===== src/rtl/ppa_sub_pkg.sv =====
// ppa_sub_pkg: shared types and elaboration helpers for the pipelined
// parallel-prefix subtractor (ppa_sub_pipe and its prefix-level sub-module).
//
// Contents:
//   pg_t        - one propagate/generate pair at a prefix position
//   levels()    - number of Kogge-Stone levels for an operand width
//   split_level() - last prefix level evaluated before the middle pipeline
//                   register (SPLIT_LEVEL = (LEVELS+1)/2)
package ppa_sub_pkg;

  typedef struct packed {
    logic p;
    logic g;
  } pg_t;

  function automatic int levels(input int width);
    return $clog2(width);
  endfunction

  // The first half of the levels (rounded up) is done ahead of the middle
  // register, the rest together with post-processing ahead of the output.
  function automatic int split_level(input int lv);
    return (lv + 1) / 2;
  endfunction

endpackage


===== src/rtl/ppa_sub_prefix_level.sv =====
// ppa_sub_prefix_level: one combinational Kogge-Stone level.
//
// Every position i >= DIST gets a black cell combining (i) with (i - DIST);
// positions below DIST pass through unchanged.
//
// Ports:
//   pg_i  in   WIDTH x pg_t  group propagate/generate from the previous level
//   pg_o  out  WIDTH x pg_t  group propagate/generate after this level
module ppa_sub_prefix_level
  import ppa_sub_pkg::*;
#(
  parameter int DIST  = 1,
  parameter int WIDTH = 16
) (
  input  pg_t [WIDTH-1:0] pg_i,
  output pg_t [WIDTH-1:0] pg_o
);

  for (genvar i = 0; i < WIDTH; i++) begin : g_pos
    if (i >= DIST) begin : g_black
      assign pg_o[i].g = pg_i[i].g | (pg_i[i].p & pg_i[i-DIST].g);
      assign pg_o[i].p = pg_i[i].p & pg_i[i-DIST].p;
    end else begin : g_pass
      assign pg_o[i] = pg_i[i];
    end
  end

endmodule


===== src/rtl/ppa_sub_pipe.sv =====
// ppa_sub_pipe: three-stage pipelined Kogge-Stone subtractor with
// valid/ready flow control. Computes diff = a - b - bin (mod 2^WIDTH),
// the unsigned borrow-out and the two's-complement overflow flag.
//
// Subtraction is done as a + ~b + ~bin, so the prefix tree sees the
// complemented subtrahend and an inverted carry-in; borrow-out is the
// inverted carry-out.
//
// Prefix positions: position 0 holds the carry-in pair (p = 0, g = ~bin),
// position i+1 holds bit i. After all levels, the group generate at
// position i is the carry into bit i.
//
// Ports:
//   clk        in   sole clock, rising edge
//   rst_n      in   asynchronous active-low reset
//   in_valid   in   operand beat valid
//   in_ready   out  beat accepted this cycle when in_valid is also high
//   a, b       in   WIDTH  minuend / subtrahend
//   bin        in   borrow-in
//   out_valid  out  result beat valid
//   out_ready  in   consumer takes the result this cycle
//   diff       out  WIDTH  (a - b - bin) mod 2^WIDTH
//   bout       out  1 iff a < b + bin (unsigned)
//   ovf        out  signed overflow
module ppa_sub_pipe
  import ppa_sub_pkg::*;
#(
  parameter int WIDTH = 16
) (
  input  logic             clk,
  input  logic             rst_n,
  input  logic             in_valid,
  output logic             in_ready,
  input  logic [WIDTH-1:0] a,
  input  logic [WIDTH-1:0] b,
  input  logic             bin,
  output logic             out_valid,
  input  logic             out_ready,
  output logic [WIDTH-1:0] diff,
  output logic             bout,
  output logic             ovf
);

  localparam int LEVELS      = levels(WIDTH);
  localparam int SPLIT_LEVEL = split_level(LEVELS);

  // Handshake
  logic v1_q, v1_d, v2_q, v2_d, v3_q, v3_d;
  logic en1, en2, en3;
  logic ld1, ld2, ld3;

  // Stage 1 (pre-processed operands)
  logic [WIDTH-1:0] s1_p_q, s1_p_d, s1_g_q, s1_g_d;
  pg_t              s1_cin_q, s1_cin_d;
  logic             s1_a_msb_q, s1_a_msb_d, s1_b_msb_q, s1_b_msb_d;

  // Stage 2 (group p/g after SPLIT_LEVEL levels)
  pg_t  [WIDTH-1:0] s2_pg_q, s2_pg_d;
  logic [WIDTH-1:0] s2_p_q, s2_p_d;
  logic             s2_g_msb_q, s2_g_msb_d;
  logic             s2_a_msb_q, s2_a_msb_d, s2_b_msb_q, s2_b_msb_d;

  // Stage 3 (outputs)
  logic [WIDTH-1:0] diff_q, diff_d;
  logic             bout_q, bout_d, ovf_q, ovf_d;

  // Combinational datapath
  logic [WIDTH-1:0] bn;
  pg_t  [WIDTH-1:0] s1_pg;
  pg_t  [WIDTH-1:0] lvl_in  [1:LEVELS];
  pg_t  [WIDTH-1:0] lvl_out [1:LEVELS];
  logic [WIDTH-1:0] diff_c;
  logic             c_out, bout_c, ovf_c;
  logic             unused_grp_p;

  // ---------------------------------------------------------------------
  // Flow control: a stage may load when it is empty or its content moves
  // on this cycle. The chain runs combinationally from out_ready, which
  // lets bubbles collapse while the output is stalled.
  // ---------------------------------------------------------------------
  always_comb begin
    en3  = ~v3_q | out_ready;
    en2  = ~v2_q | en3;
    en1  = ~v1_q | en2;
    ld1  = en1 & in_valid;
    ld2  = en2 & v1_q;
    ld3  = en3 & v2_q;
    v1_d = en1 ? in_valid : v1_q;
    v2_d = en2 ? v1_q     : v2_q;
    v3_d = en3 ? v2_q     : v3_q;
  end

  assign in_ready = en1;

  // ---------------------------------------------------------------------
  // Stage 1 capture: complement b, form bitwise p/g and the carry-in pair.
  // ---------------------------------------------------------------------
  assign bn = ~b;

  always_comb begin
    // NOTE: every variable gets its hold value first so no path through
    // this block leaves it unassigned, which would infer a latch.
    s1_p_d     = s1_p_q;
    s1_g_d     = s1_g_q;
    s1_cin_d   = s1_cin_q;
    s1_a_msb_d = s1_a_msb_q;
    s1_b_msb_d = s1_b_msb_q;
    if (ld1) begin
      s1_p_d       = a ^ bn;
      s1_g_d       = a & bn;
      s1_cin_d.p   = 1'b0;
      s1_cin_d.g   = ~bin;
      s1_a_msb_d   = a[WIDTH-1];
      s1_b_msb_d   = b[WIDTH-1];
    end
  end

  // Assemble the prefix vector: carry-in at position 0, bit i at i+1.
  // Bit WIDTH-1 never enters the tree; its carry-out is formed explicitly.
  always_comb begin
    s1_pg[0] = s1_cin_q;
    for (int i = 1; i < WIDTH; i++) begin
      s1_pg[i].p = s1_p_q[i-1];
      s1_pg[i].g = s1_g_q[i-1];
    end
  end

  // ---------------------------------------------------------------------
  // Prefix tree: levels 1..SPLIT_LEVEL read stage 1, the remaining levels
  // read the stage 2 register.
  // ---------------------------------------------------------------------
  for (genvar k = 1; k <= LEVELS; k++) begin : g_level
    if (k == SPLIT_LEVEL + 1) begin : g_from_s2
      assign lvl_in[k] = s2_pg_q;
    end else if (k == 1) begin : g_from_s1
      assign lvl_in[k] = s1_pg;
    end else begin : g_chain
      assign lvl_in[k] = lvl_out[k-1];
    end

    ppa_sub_prefix_level #(
      .DIST  (1 << (k - 1)),
      .WIDTH (WIDTH)
    ) u_level (
      .pg_i (lvl_in[k]),
      .pg_o (lvl_out[k])
    );
  end

  always_comb begin
    s2_pg_d    = s2_pg_q;
    s2_p_d     = s2_p_q;
    s2_g_msb_d = s2_g_msb_q;
    s2_a_msb_d = s2_a_msb_q;
    s2_b_msb_d = s2_b_msb_q;
    if (ld2) begin
      s2_pg_d    = lvl_out[SPLIT_LEVEL];
      s2_p_d     = s1_p_q;
      s2_g_msb_d = s1_g_q[WIDTH-1];
      s2_a_msb_d = s1_a_msb_q;
      s2_b_msb_d = s1_b_msb_q;
    end
  end

  // ---------------------------------------------------------------------
  // Post-processing: sum bits, carry-out of the MSB, borrow and overflow.
  // ---------------------------------------------------------------------
  always_comb begin
    for (int i = 0; i < WIDTH; i++) begin
      diff_c[i] = s2_p_q[i] ^ lvl_out[LEVELS][i].g;
    end
    c_out  = s2_g_msb_q | (s2_p_q[WIDTH-1] & lvl_out[LEVELS][WIDTH-1].g);
    bout_c = ~c_out;
    ovf_c  = (s2_a_msb_q ^ s2_b_msb_q) & (diff_c[WIDTH-1] ^ s2_a_msb_q);
  end

  // Final group propagate is not needed once the carries are known.
  always_comb begin
    unused_grp_p = 1'b0;
    for (int i = 0; i < WIDTH; i++) begin
      unused_grp_p = unused_grp_p ^ lvl_out[LEVELS][i].p;
    end
  end

  // Output registers only load real beats so they stay at their reset
  // value until the first result arrives.
  always_comb begin
    diff_d = diff_q;
    bout_d = bout_q;
    ovf_d  = ovf_q;
    if (ld3) begin
      diff_d = diff_c;
      bout_d = bout_c;
      ovf_d  = ovf_c;
    end
  end

  // ---------------------------------------------------------------------
  // Registers
  // ---------------------------------------------------------------------
  // NOTE: stage 1/2 data flops carry no reset; their valid bits qualify
  // them, so stale data after reset is never observed.
  always_ff @(posedge clk) begin
    // NOTE: non-blocking assignments so every flop samples pre-edge values.
    s1_p_q     <= s1_p_d;
    s1_g_q     <= s1_g_d;
    s1_cin_q   <= s1_cin_d;
    s1_a_msb_q <= s1_a_msb_d;
    s1_b_msb_q <= s1_b_msb_d;
    s2_pg_q    <= s2_pg_d;
    s2_p_q     <= s2_p_d;
    s2_g_msb_q <= s2_g_msb_d;
    s2_a_msb_q <= s2_a_msb_d;
    s2_b_msb_q <= s2_b_msb_d;
  end

  always_ff @(posedge clk or negedge rst_n) begin
    if (!rst_n) begin
      v1_q   <= 1'b0;
      v2_q   <= 1'b0;
      v3_q   <= 1'b0;
      diff_q <= '0;
      bout_q <= 1'b0;
      ovf_q  <= 1'b0;
    end else begin
      v1_q   <= v1_d;
      v2_q   <= v2_d;
      v3_q   <= v3_d;
      diff_q <= diff_d;
      bout_q <= bout_d;
      ovf_q  <= ovf_d;
    end
  end

  assign out_valid = v3_q;
  assign diff      = diff_q;
  assign bout      = bout_q;
  assign ovf       = ovf_q;

endmodule


===== config.mk =====
export PLATFORM = sky130hd
export DESIGN_NAME = ppa_sub_pipe
export DESIGN_NICKNAME = d
export VERILOG_FILES = /design/src/rtl/ppa_sub_pkg.sv /design/src/rtl/ppa_sub_prefix_level.sv /design/src/rtl/ppa_sub_pipe.sv
export SDC_FILE = /design/constraint.sdc
export NUM_CORES = 1
export LEC_CHECK = 0
export BUFFER_PORTS_ARGS = -buffer_cell sky130_fd_sc_hd__clkbuf_2
export CORE_ASPECT_RATIO = 1.2
export CORE_MARGIN = 2
export CORE_UTILIZATION = 45
export CTS_BUF_LIST = sky130_fd_sc_hd__clkbuf_8 sky130_fd_sc_hd__clkbuf_16
export CTS_CLUSTER_SIZE = 25
export DETAILED_ROUTE_END_ITERATION = 16
export PLACE_DENSITY = 0.62
export SLEW_MARGIN = 15
export SYNTH_ARGS = -nofsm -noshare
export SYNTH_HDL_FRONTEND = slang
export SYNTH_HIERARCHICAL = 1
export SYNTH_SLANG_ARGS = --single-unit

===== constraint.sdc =====
create_clock -name clk -period 2.8 [get_ports clk]
set_input_delay 0.56 -clock clk [delete_from_list [all_inputs] [get_ports clk]]
set_output_delay 0.56 -clock clk [all_outputs]
set_load 0.01 [all_outputs]

==> out/qor.yml <==
drt_iter0_drc: 87
cts_hold_buf: 0
whs_ns: 0.187
vias: 2221
numCtsBuffers: 9
fin_setup_tns_ns: 0
die_w_um: 94.8
p_per_area_nw_per_um2: 749
diodes: 0
end_kind: "primary output"
overflow: 0
min_period_ns: 1.68
clk_pin_slew_ns: 0.07
place_hpwl_mm: 4.82
clock_sinks: 103
grt_pass1_vias: 2197
die-area_um2: 10700
fin_crit_sh_pct: 60.2
htree_num_levels: 3
maxCapViolations: 0
arrival_ns: 1.12
path_max_fanout: 4
rows: 39
routabilityCongestion: 0.771
worst_ep_required_time_ns: 2.24
grt_usage_pct: 13.2
p_leak_nw: 2.29
wl_met3_um: 242
viasPerCell: 4.80
hold_path_class: "in2async"
io-pin-count: 57
cts_tree: "done"
vdd_drop_max_mv: 0.331
final_cells: 463
routedWlPerCell_um: 14.1
synth_area_um2: 4450
portBuffers: 56
yosys_warnings: 6
skew_ns: 0.00791
fin_util_pct: 53.2
syn_area_per_cell_um2: 15.8
grt_pass1_wl_mm: 10.4
layout-drive-gt1-share_pct: 28.5
hold_violations: 0
nets: 389
drtPass1Iterations: 4
cts_resized: 0
detailed_place.area_um2: 4780
dr_wl_met2_mm: 3.22
crit_type: "reg2out"
rsz0062_at_grt: "false"
grt_max_degree: 36
design_area_um2: 5090
ant_nets: 0
drc: 0
tightest_slew_ns: 0.531
start_util_pct: 46.6
synthCells: 282
core_um2: 9560
slew-limit-headroom_pct: 64.6
die_height_um: 113
wl_mm: 6.52
cts_max_path_buffers: 2
root_buffer: "clkbuf_16"
fmax_mhz: 594
drv_slew: 0
cp-start-kind: "flop"
placedCellCount: 447
syn_to_final_growth_pct: 14.3
post-cts-setup-buffer-count: 0
worstSkewPairLatency_ns: 0.34
antenna_found_initial: 0
setup_viol: 0
wl_met1_mm: 2.90
status: "finished, final reports clean"
syn_nets: 336
top_layer: "met4"
[sequential cells by signal (all words and copies together) (netlist names)]
signal      cells
s2_p_q         16
s2_g_msb_q      1
diff           16
s1_g_q         16
v1_q            1
lvl_in         29
out_valid       1
v2_q            1
s2_a_msb_q      1
s1_p_q         16
s2_b_msb_q      1
ovf             1
bout            1
s1_b_msb_q      1
s1_a_msb_q      1
[cells in the final DEF (no fill, tap or decap)]
cell,instances
ha_1,17
nand2b_4,1
and2_1,29
buf_12,1
edfxtp_1,82
nand2b_1,3
inv_1,19
a21o_1,49
buf_4,1
nor2_1,1
bufinv_16,2
clkbuf_2,56
clkinv_2,1
and2_2,7
or2b_1,1
o21ai_0,1
clkbuf_16,9
dfrtp_1,21
mux2_4,10
xor2_1,15
nand4b_1,1
nand2_4,1
clkinv_1,2
mux2_2,8
nand3b_1,2
[per-stage QoR]
| step | setup slack (ns) | power [mW] |
|---|---|---|
| global route | 1.06 | 3.99 |
| detailed placement | 0.952 | 2.59 |
| finish | 1.12 | 3.81 |
| floorplan | 0.584 | 2.40 |
| CTS | 1.11 | 3.85 |
| global placement | 0.969 | 2.57 |
[final cells by class]
cell class	instances	area, um2
clock buffer	9	225
clock inverter	7	80.1
fill	836	4480
inverter	17	63.8
multi-input combinational	146	1270
sequential	103	2990
tap	123	154
timing repair buffer	58	308
[per-layer routing]
layer	up-vias	track usage, %
li1	1117	-
met1	1043	16.7
met2	51	21.3
met3	10	2.20
met4	0	7.83
met5	-	0
[where the power goes]
part / total (mW) / switching [mW] / leakage, nW / internal [mW]
logic: 0.536 / 0.251 / 1.09 / 0.285
clock network: 1.27 / 0.502 / 0.157 / 0.769
registers: 2.01 / 0.114 / 1.04 / 1.89
total: 3.81 / 0.867 / 2.29 / 2.95
[path summary, 6_finish.rpt]
kind	cells after the start	slack, ns	end	from
max	2	1.12	in_ready	v2_q$_DFFE_PN0P_
min	1	0.19	diff[0]$_DFFE_PN0P_	rst_n
max reg2reg	6	1.12	ovf$_DFFE_PN0P_	lvl_in[38]$_DFFE_PP_
min reg2reg	0	0.42	s2_g_msb_q$_DFFE_PP_	s1_g_q[15]$_DFFE_PP_
max in group asynchronous	1	2.26	diff[5]$_DFFE_PN0P_	rst_n
min in group clk	1	0.42	s1_b_msb_q$_DFFE_PP_	b[15]
[worst max-delay path: stages (launching register included)]
cell and delay [ns]:
dfrtp_1 0.43, nand4b_1 0.18, clkbuf_2 0.17
No activity file was read; power rests on OpenSTA's default activity.
